**src/rtl/seg_pkg.sv**
```systemverilog
// Shared constants and helpers for the seven-segment digit scanner.
package seg_pkg;

    localparam int PRESCALE_W_DEF  = 17;
    localparam int NUM_DIGITS_DEF  = 4;
    localparam int DIGIT_W_DEF     = 2;
    localparam int DEAD_CYCLES_DEF = 16;

    function automatic int clog2(input int value);
        int r;
        r = 0;
        while ((1 << r) < value) r++;
        return r;
    endfunction

    // Anode drive level for an active digit, given the board polarity.
    function automatic logic anode_on_lvl(input bit active_low);
        return active_low ? 1'b0 : 1'b1;
    endfunction

    function automatic logic anode_off_lvl(input bit active_low);
        return active_low ? 1'b1 : 1'b0;
    endfunction

endpackage

```
**src/rtl/scan_prescaler.sv**
```systemverilog
// Free-running slot prescaler: exposes its next state so the top can decode
// anodes with zero lag, plus a strobe on the all-ones -> 0 wrap.
module scan_prescaler
    import seg_pkg::*;
#(
    parameter int PRESCALE_W = PRESCALE_W_DEF
) (
    input  logic                  clk,
    input  logic                  rst_n,
    input  logic                  en,
    input  logic                  clr,
    output logic [PRESCALE_W-1:0] presc_next,
    output logic                  wrap
);

    logic [PRESCALE_W-1:0] presc;

    always_comb begin
        presc_next = presc;
        if (clr)
            presc_next = '0;
        else if (en)
            presc_next = presc + PRESCALE_W'(1);
    end

    // clr outranks the wrap, so a clear on the last slot cycle gives no tick.
    assign wrap = en && !clr && (presc == '1);

    always_ff @(posedge clk or negedge rst_n) begin
        if (!rst_n)
            presc <= '0;
        else
            presc <= presc_next;
    end

endmodule

```
**src/rtl/seg_scan_timer.sv**
```systemverilog
// Multiplexed seven-segment digit scanner: modulo digit counter, dead-time and
// blanking anode decode, and a one-cycle tick at the start of every slot.
module seg_scan_timer
    import seg_pkg::*;
#(
    parameter int PRESCALE_W       = PRESCALE_W_DEF,
    parameter int NUM_DIGITS       = NUM_DIGITS_DEF,
    parameter int DIGIT_W          = DIGIT_W_DEF,
    parameter int DEAD_CYCLES      = DEAD_CYCLES_DEF,
    parameter bit ANODE_ACTIVE_LOW = 1'b1
) (
    input  logic                  clk,
    input  logic                  rst_n,
    input  logic                  en,
    input  logic                  clr,
    input  logic [NUM_DIGITS-1:0] blank_mask,
    output logic [NUM_DIGITS-1:0] anode,
    output logic [DIGIT_W-1:0]    digit_idx,
    output logic                  tick
);

    localparam logic                  ANODE_ON  = anode_on_lvl(ANODE_ACTIVE_LOW);
    localparam logic                  ANODE_OFF = anode_off_lvl(ANODE_ACTIVE_LOW);
    localparam logic [DIGIT_W-1:0]    LAST_DIG  = DIGIT_W'(NUM_DIGITS - 1);
    localparam logic [PRESCALE_W-1:0] DEAD      = PRESCALE_W'(DEAD_CYCLES);

    logic [PRESCALE_W-1:0] presc_next;
    logic                  wrap;
    logic [DIGIT_W-1:0]    digit_next;
    logic                  lit;
    logic [NUM_DIGITS-1:0] anode_next;

    scan_prescaler #(
        .PRESCALE_W (PRESCALE_W)
    ) u_presc (
        .clk        (clk),
        .rst_n      (rst_n),
        .en         (en),
        .clr        (clr),
        .presc_next (presc_next),
        .wrap       (wrap)
    );

    // Explicit compare against the last digit so non-power-of-2 counts wrap cleanly.
    always_comb begin
        digit_next = digit_idx;
        if (clr)
            digit_next = '0;
        else if (wrap)
            digit_next = (digit_idx == LAST_DIG) ? '0 : digit_idx + DIGIT_W'(1);
    end

    assign lit = en && !clr && (presc_next >= DEAD);

    for (genvar i = 0; i < NUM_DIGITS; i++) begin : g_anode
        assign anode_next[i] = (lit && (digit_next == DIGIT_W'(i)) && !blank_mask[i])
                             ? ANODE_ON : ANODE_OFF;
    end

    always_ff @(posedge clk or negedge rst_n) begin
        if (!rst_n) begin
            digit_idx <= '0;
            tick      <= 1'b0;
            anode     <= {NUM_DIGITS{ANODE_OFF}};
        end else begin
            digit_idx <= digit_next;
            tick      <= wrap;
            anode     <= anode_next;
        end
    end

endmodule

```
**config.mk**
```make
export PLATFORM = sky130hd
export DESIGN_NAME = seg_scan_timer
export DESIGN_NICKNAME = d
export VERILOG_FILES = /design/src/rtl/seg_pkg.sv /design/src/rtl/scan_prescaler.sv /design/src/rtl/seg_scan_timer.sv
export SDC_FILE = /design/constraint.sdc
export NUM_CORES = 1
export LEC_CHECK = 0
export ABC_AREA = 0
export ABC_CLOCK_PERIOD_IN_PS = 5060
export CAP_MARGIN = 15
export CORE_MARGIN = 4
export CORE_UTILIZATION = 58
export DETAILED_ROUTE_END_ITERATION = 8
export GPL_ROUTABILITY_DRIVEN = 0
export GPL_TIMING_DRIVEN = 0
export PLACE_DENSITY_LB_ADDON = 0.2
export SYNTH_ARGS = -nofsm -noshare
export SYNTH_HDL_FRONTEND = slang
export SYNTH_HIERARCHICAL = 1
export SYNTH_SLANG_ARGS = --single-unit
```
**constraint.sdc**
```tcl
create_clock -name clk -period 5.06 [get_ports clk]
set_input_delay 1.012 -clock clk [delete_from_list [all_inputs] [get_ports clk]]
set_output_delay 1.012 -clock clk [all_outputs]
set_load 0.03 [all_outputs]
```
==> results of run 1 <==
sequential cells by signal, summed over array words and instances (netlist names):
register,count
digit_idx,2
u_presc/presc,17
anode,4
tick,1
synth_stat cells (4+ instances only):
cell type / n
o21ai_0: 4
nand4_1: 5
o31ai_1: 4
inv_1: 4
nor2_1: 16
nand2_1: 4
nor4_1: 7
nor2b_1: 4
nand3_1: 8
mux2_2: 4
dfstp_2: 4
dfrtp_1: 20
or4_1: 4
a21oi_1: 8
path summary, 6_finish.rpt:
kind	startpoint	endpoint	slack, ns	cells after the start
setup / recovery	en	anode[1]	1.88	9
max in group asynchronous	rst_n	anode[1]	3.66	2
hold / removal	u_presc/presc[16]	u_presc/presc[16]	0.61	2
setup reg to reg	u_presc/presc[0]	anode[1]	2.60	7
min in group asynchronous	rst_n	u_presc/presc[8]	0.94	1
hold reg to reg	u_presc/presc[16]	u_presc/presc[16]	0.61	2
metrics by stage:
stage / std cells / instance area [µm²] / total power, W / hold slack, ns / setup slack, ns
3_5_place_dp: 166 / 1424 / 0.0002203 / 0.5850 / 1.595
6_report: 171 / 1478 / 0.0003015 / 0.6069 / 1.884
2_1_floorplan: 125 / 1250 / 0.0002078 / 0.5308 / 2.448
5_1_grt: 171 / 1478 / 0.0003164 / 0.6413 / 1.820
3_3_place_gp: 166 / 1424 / 0.0002192 / 0.5564 / 1.587
4_1_cts: 170 / 1450 / 0.0003038 / 0.6148 / 1.919
power groups by stage:
stage | Clock (W) | Sequential (W) | Combinational [W]
floorplan | 0 | 0.000199 | 0.00000908
global placement | 0 | 0.000199 | 0.0000204
detailed placement | 0 | 0.000199 | 0.0000211
CTS | 0.0000869 | 0.000196 | 0.0000213
global route | 0.0000940 | 0.000196 | 0.0000264
finish | 0.0000826 | 0.000196 | 0.0000233
metal layers:
metal	wire length, µm	share of wire, %
met5	0	0
met4	16	0.62
met3	129	5.0
met2	1287	50
met1	1148	44
critical path, stage by stage:
cell	delay, ns
clkdlybuf4s50_1	0.49
buf_6	0.15
nand4_2	0.14
buf_6	0.17
nor4_1	0.32
mux2_2	0.38
nor4_1	0.39
nand4_1	0.24
nand3_1	0.13
cell families (layout without fill, tap and decap cells):
| group | count (synthesis) | in the layout |
|---|---|---|
| AO/OA/AOI/OAI | 20 | 20 |
| XOR/XNOR | 4 | 4 |
| adder cells (fa/ha/maj) | 3 | 3 |
| buffers and inverters | 9 | 28 |
| flip-flops | 24 | 24 |
| multiplexers | 7 | 7 |
| AND/OR/NAND/NOR | 58 | 58 |
layout make-up:
cell class | count | area (µm²) | area share (%)
plain buffers | 5 | 35.03 | 2.371
clock buffers | 4 | 26.28 | 1.778
inverters | 4 | 15.01 | 1.016
multi-input cells | 92 | 594.3 | 40.22
flip-flops and latches | 24 | 605.6 | 40.98
well taps | 27 | 33.78 | 2.286
repair buffers | 15 | 167.7 | 11.35
==> results.yml, run 1 <==
routing:
  wl_mm: 2.581
  route.detailed.drc: 0
  antenna_left: 0
  viasPerCell: 6.088
  num_vias: 1041
  first_pass_iters: 4
  drt_iter0_drc: 52
  wl_per_cell_um: 15.09
yosys:
  synth_top_area_share_pct: 40.04
  synth_cell_type_count: 31
  synth_top_family_by_area: "simple AND/OR/NAND/NOR gates"
  synth-edff-count: 0
  synth_compound_gate_area_share_pct: 9.610
  ys_seq_area_share_pct: 48.45
  synthAdderAreaFrac_pct: 3.003
  syn_avg_cell_area_um2: 10.00
  syn_area_mm2: 0.001250
  ys_ff_latch: 24
  synth_top_area_cell: "dfrtp_1"
  synth_area_leaders: "dfrtp_1 (40%), dfstp_2 (8.4%), nor2_1 (4.8%)"
  synth_fp_nets: 136
  yosys.area_share.simple_pct: 26.13
  yosysWarnings: 6
  ys.flop_type: "dfrtp_1"
  async_reset_ff_share_pct: 100.0
  synth_mux_area_share_pct: 6.006
  synth-xor-area-share_pct: 2.803
  synthCells: 125
floorplanning:
  rows: 16
  die_x_um: 54.42
  die-height_um: 54.42
  start_util_pct: 62.44
  die-area_mm2: 0.002962
  ioPinCount: 15
  fp.coreArea_mm2: 0.002002
clock_network:
  cts.sinks: 24
  cts_buffers: 3
  htree_num_levels: 1
  clkTransAtPathRegs_ns: 0.12
  cts_tree: "yes"
  post_cts_buffers: 0
  clock_latency_ns: 0.30
  cts_resized: 0
  hold_buffers: 0
  clk_root_buffer_cell: "clkbuf_4"
  clockBufferDepth: 2
grt:
  met2_usage_pct: 30.48
  first_global_vias: 958
  grt_start_max_net_pins: 25
  use_met1_pct: 28.99
  gr-total-overflow: 0
  grt-busiest-layer: "met2"
  grt_usage_pct: 19.84
  grt_first_pass_wirelength_mm: 4.257
  antenna_found_initial: 0
  use_met3_pct: 2.452
setup_path:
  critPathMaxFanout: 10
  required_ns: 5.30
  arrival_ns: 3.42
  setup.worst_path.class: "input port to flop"
  endpoint_kind: "flop"
  worst_setup_path_start_kind: "input port"
power:
  internal_power_w: 0.0002357
  p_leak_nw: 0.5993
  p_sw_w: 0.00006581
  p_clk_share_pct: 27.4
  p_seq_share_pct: 64.9
  power.share.switching_pct: 21.83
  vdd_drop_max_mv: 0.1485
  comb_power_share_pct: 7.7
  power.density_mw_per_mm2: 204.0
sta:
  period_share_pct: 62.77
  period_minus_slack_ns: 3.176
  fin_setup_tns_ns: 0
  rsz0062_at_grt: "false"
  clock_skew_ns: 0.005466
  maxSlewViolCount: 0
  finalHoldViolations: 0
  max_freq_ghz: 0.3148
  setup_viol: 0
  worst_slew_pin_slew_ns: 0.4464
  relSlewSlack_pct: 70.24
layout:
  syn_to_final_growth_pct: 18.22
  antenna_cells: 0
  final_common_cell: "dfrtp_1"
  final_nets: 156
  layout-drive-gt1-share_pct: 13.19
  num-fill-cells: 145
  mostFrequentLayoutCells: "dfrtp_1 (20), nor2_1 (16), clkdlybuf4s50_1 (14)"
  final_core_utilization_pct: 73.81
placed_design:
  dp_hpwl_mm: 1.933
  port_buffers: 14
run_status:
  status: "complete, no violations"
job:
  max-cap-violations: 0
hold_path:
  hp-class: "flop to flop"
No activity file was read; power rests on OpenSTA's default activity.
==> run 2, diff against run 1 <==
--- a/config.mk
+++ b/config.mk
@@ -6,10 +6,10 @@
 export NUM_CORES = 1
 export LEC_CHECK = 0
 export ABC_AREA = 0
-export ABC_CLOCK_PERIOD_IN_PS = 5060
+export ABC_CLOCK_PERIOD_IN_PS = 2800
 export CAP_MARGIN = 15
 export CORE_MARGIN = 4
-export CORE_UTILIZATION = 58
+export CORE_UTILIZATION = 49
 export DETAILED_ROUTE_END_ITERATION = 8
 export GPL_ROUTABILITY_DRIVEN = 0
 export GPL_TIMING_DRIVEN = 0
==> constraint.sdc (replaced) <==
create_clock -name clk -period 2.8 [get_ports clk]
set_input_delay 0.56 -clock clk [delete_from_list [all_inputs] [get_ports clk]]
set_output_delay 0.56 -clock clk [all_outputs]
set_load 0.03 [all_outputs]
==> run 2 against run 1 <==
  * Register-to-register slack worse by 2.2 ns
  * Power up 90%
  * Largest cell class unchanged
  * Sequential share of layout area down 0.069 points
  * Clock-buffer cell count unchanged
  * Via count about the same
  * Utilization down 14 points
  * Combinational power up 73%
  * Sequential power up 80%
  * Non-clock buffer count unchanged
  * Cell area up 0.17%
  * Global-route usage down 3.6 points
==> results.yml, run 2 (same netlist as run 1, synthesis figures left out) <==
run_status:
  status: "complete, no violations"
sta:
  period_share_pct: 95.04
  clock_skew_ns: 0.002261
  fin_ws_ns: 0.1389
  max_freq_ghz: 0.3758
  worst_slew_pin_slew_ns: 0.4941
  setup_viol: 0
  maxSlewViolCount: 0
  fin_setup_tns_ns: 0
  rsz0062_at_grt: "false"
  period_minus_slack_ns: 2.661
  relSlewSlack_pct: 66.96
  finalHoldViolations: 0
placed_design:
  place_ws_ns: -0.1621
  dp_hpwl_mm: 1.886
  placed_cells: 169
  port_buffers: 14
floorplanning:
  rows: 18
  start_util_pct: 50.92
  fp.coreArea_mm2: 0.002455
  ioPinCount: 15
  die-height_um: 58.51
  die_x_um: 58.51
  die-area_mm2: 0.003423
grt:
  grt_usage_pct: 16.23
  gr-total-overflow: 0
  grt_first_pass_wirelength_mm: 4.284
  grt_start_max_net_pins: 25
  first_global_vias: 988
  antenna_found_initial: 0
job:
  max-cap-violations: 0
clock_network:
  cts_resized: 0
  post_cts_buffers: 0
  cts.sinks: 24
  hold_buffers: 0
  cts_buffers: 3
  clock_latency_ns: 0.31
  clkTransAtPathRegs_ns: 0.13
  cts_tree: "yes"
  clk_root_buffer_cell: "clkbuf_4"
  clockBufferDepth: 2
  htree_num_levels: 1
routing:
  num_vias: 1042
  viasPerCell: 5.989
  wl_per_cell_um: 14.71
  drt_iter0_drc: 21
  wl_met1_mm: 1.209
  route.detailed.drc: 0
  highest_layer: "met4"
  dr_wl_met2_mm: 1.210
  wl_met3_um: 116
  antenna_left: 0
  wl_mm: 2.560
  first_pass_iters: 4
setup_path:
  endpoint_kind: "flop"
  setup.worst_path.class: "input port to flop"
  required_ns: 3.05
  r2r_cells: 8
  startpoint: "en"
  worst_setup_path_start_kind: "input port"
  arrival_ns: 2.91
  cp-endpoint: "anode[3]"
  r2r_start: "u_presc/presc[3]"
  rrSetupSlack_ns: 0.37
  critPathMaxFanout: 10
  r2r_end: "anode[1]"
layout:
  antenna_cells: 0
  mostFrequentLayoutCells: "dfrtp_1 (20), nor2_1 (16), clkdlybuf4s50_1 (14)"
  layout-drive-gt1-share_pct: 14.58
  final_core_utilization_pct: 60.30
  top_register: "u_presc/presc"
  reg_top3: "u_presc/presc x17, anode x4, digit_idx x2"
  largest_register_ffs: 17
  final_nets: 156
  fin_cells: 174
  final_common_cell: "dfrtp_1"
  syn_to_final_growth_pct: 18.42
hold_path:
  hp-class: "input port to async pin"
power:
  vdd_drop_max_mv: 0.2227
  power.density_mw_per_mm2: 387.4
  p_leak_nw: 0.6030
run 2: cell types whose count changed in the layout (fill, tap and decap cells not counted), sizes merged:
| cell | previous run | this run |
|---|---|---|
| clkbuf | 5 | 6 |
| buf | 5 | 4 |
run 2: routing by layer:
| metal | global-route usage [%] | up-vias |
|---|---|---|
| li1 | - | 499 |
| met1 | 22.46 | 515 |
| met2 | 25.52 | 26 |
| met3 | 2.412 | 2 |
| met4 | 6.623 | 0 |
| met5 | 0 | - |
run 2: final cells by class:
type | count | area [µm²]
Buffer | 5 | 36.28
Clock buffer | 4 | 36.28
Fill cell | 210 | 974.7
Inverter | 4 | 15.01
Multi-Input combinational cell | 92 | 594.3
Sequential cell | 24 | 605.6
Tap cell | 30 | 37.54
Timing Repair Buffer | 15 | 155.1
run 2: through the flow:
step	area, µm²	total power (W)	hold WS (ns)
after floorplan	1250	0.0003755	0.2644
after global placement	1428	0.0003966	0.5588
after detailed placement	1428	0.0003978	0.5857
after CTS	1464	0.0005790	0.6057
after global routing	1480	0.0005954	0.5855
final	1480	0.0005734	0.5685
run 2: critical path, stage by stage:
cell             delay (ns)
clkdlybuf4s50_1        0.49
buf_6                  0.14
nand4_2                0.14
buf_6                  0.17
nor4_1                 0.37
mux2_2                 0.39
nor4_1                 0.29
nand4_1                0.21
nand3_1                0.14
run 2: power breakdown:
part,total (W),internal [W],leakage [nW],switching [W]
registers,0.000353,0.000350,0.320,0.00000346
logic,0.0000403,0.0000189,0.262,0.0000214
clock network,0.000180,0.0000793,0.0210,0.000100
run 2: worst min-delay path by stage:
stage | to | startpoint
2_1_floorplan | digit_idx[0] | rst_n
3_3_place_gp | u_presc/presc[1] | u_presc/presc[1]
3_5_place_dp | u_presc/presc[9] | u_presc/presc[9]
4_1_cts | u_presc/presc[9] | u_presc/presc[9]
5_1_grt | tick | rst_n
6_report | tick | rst_n
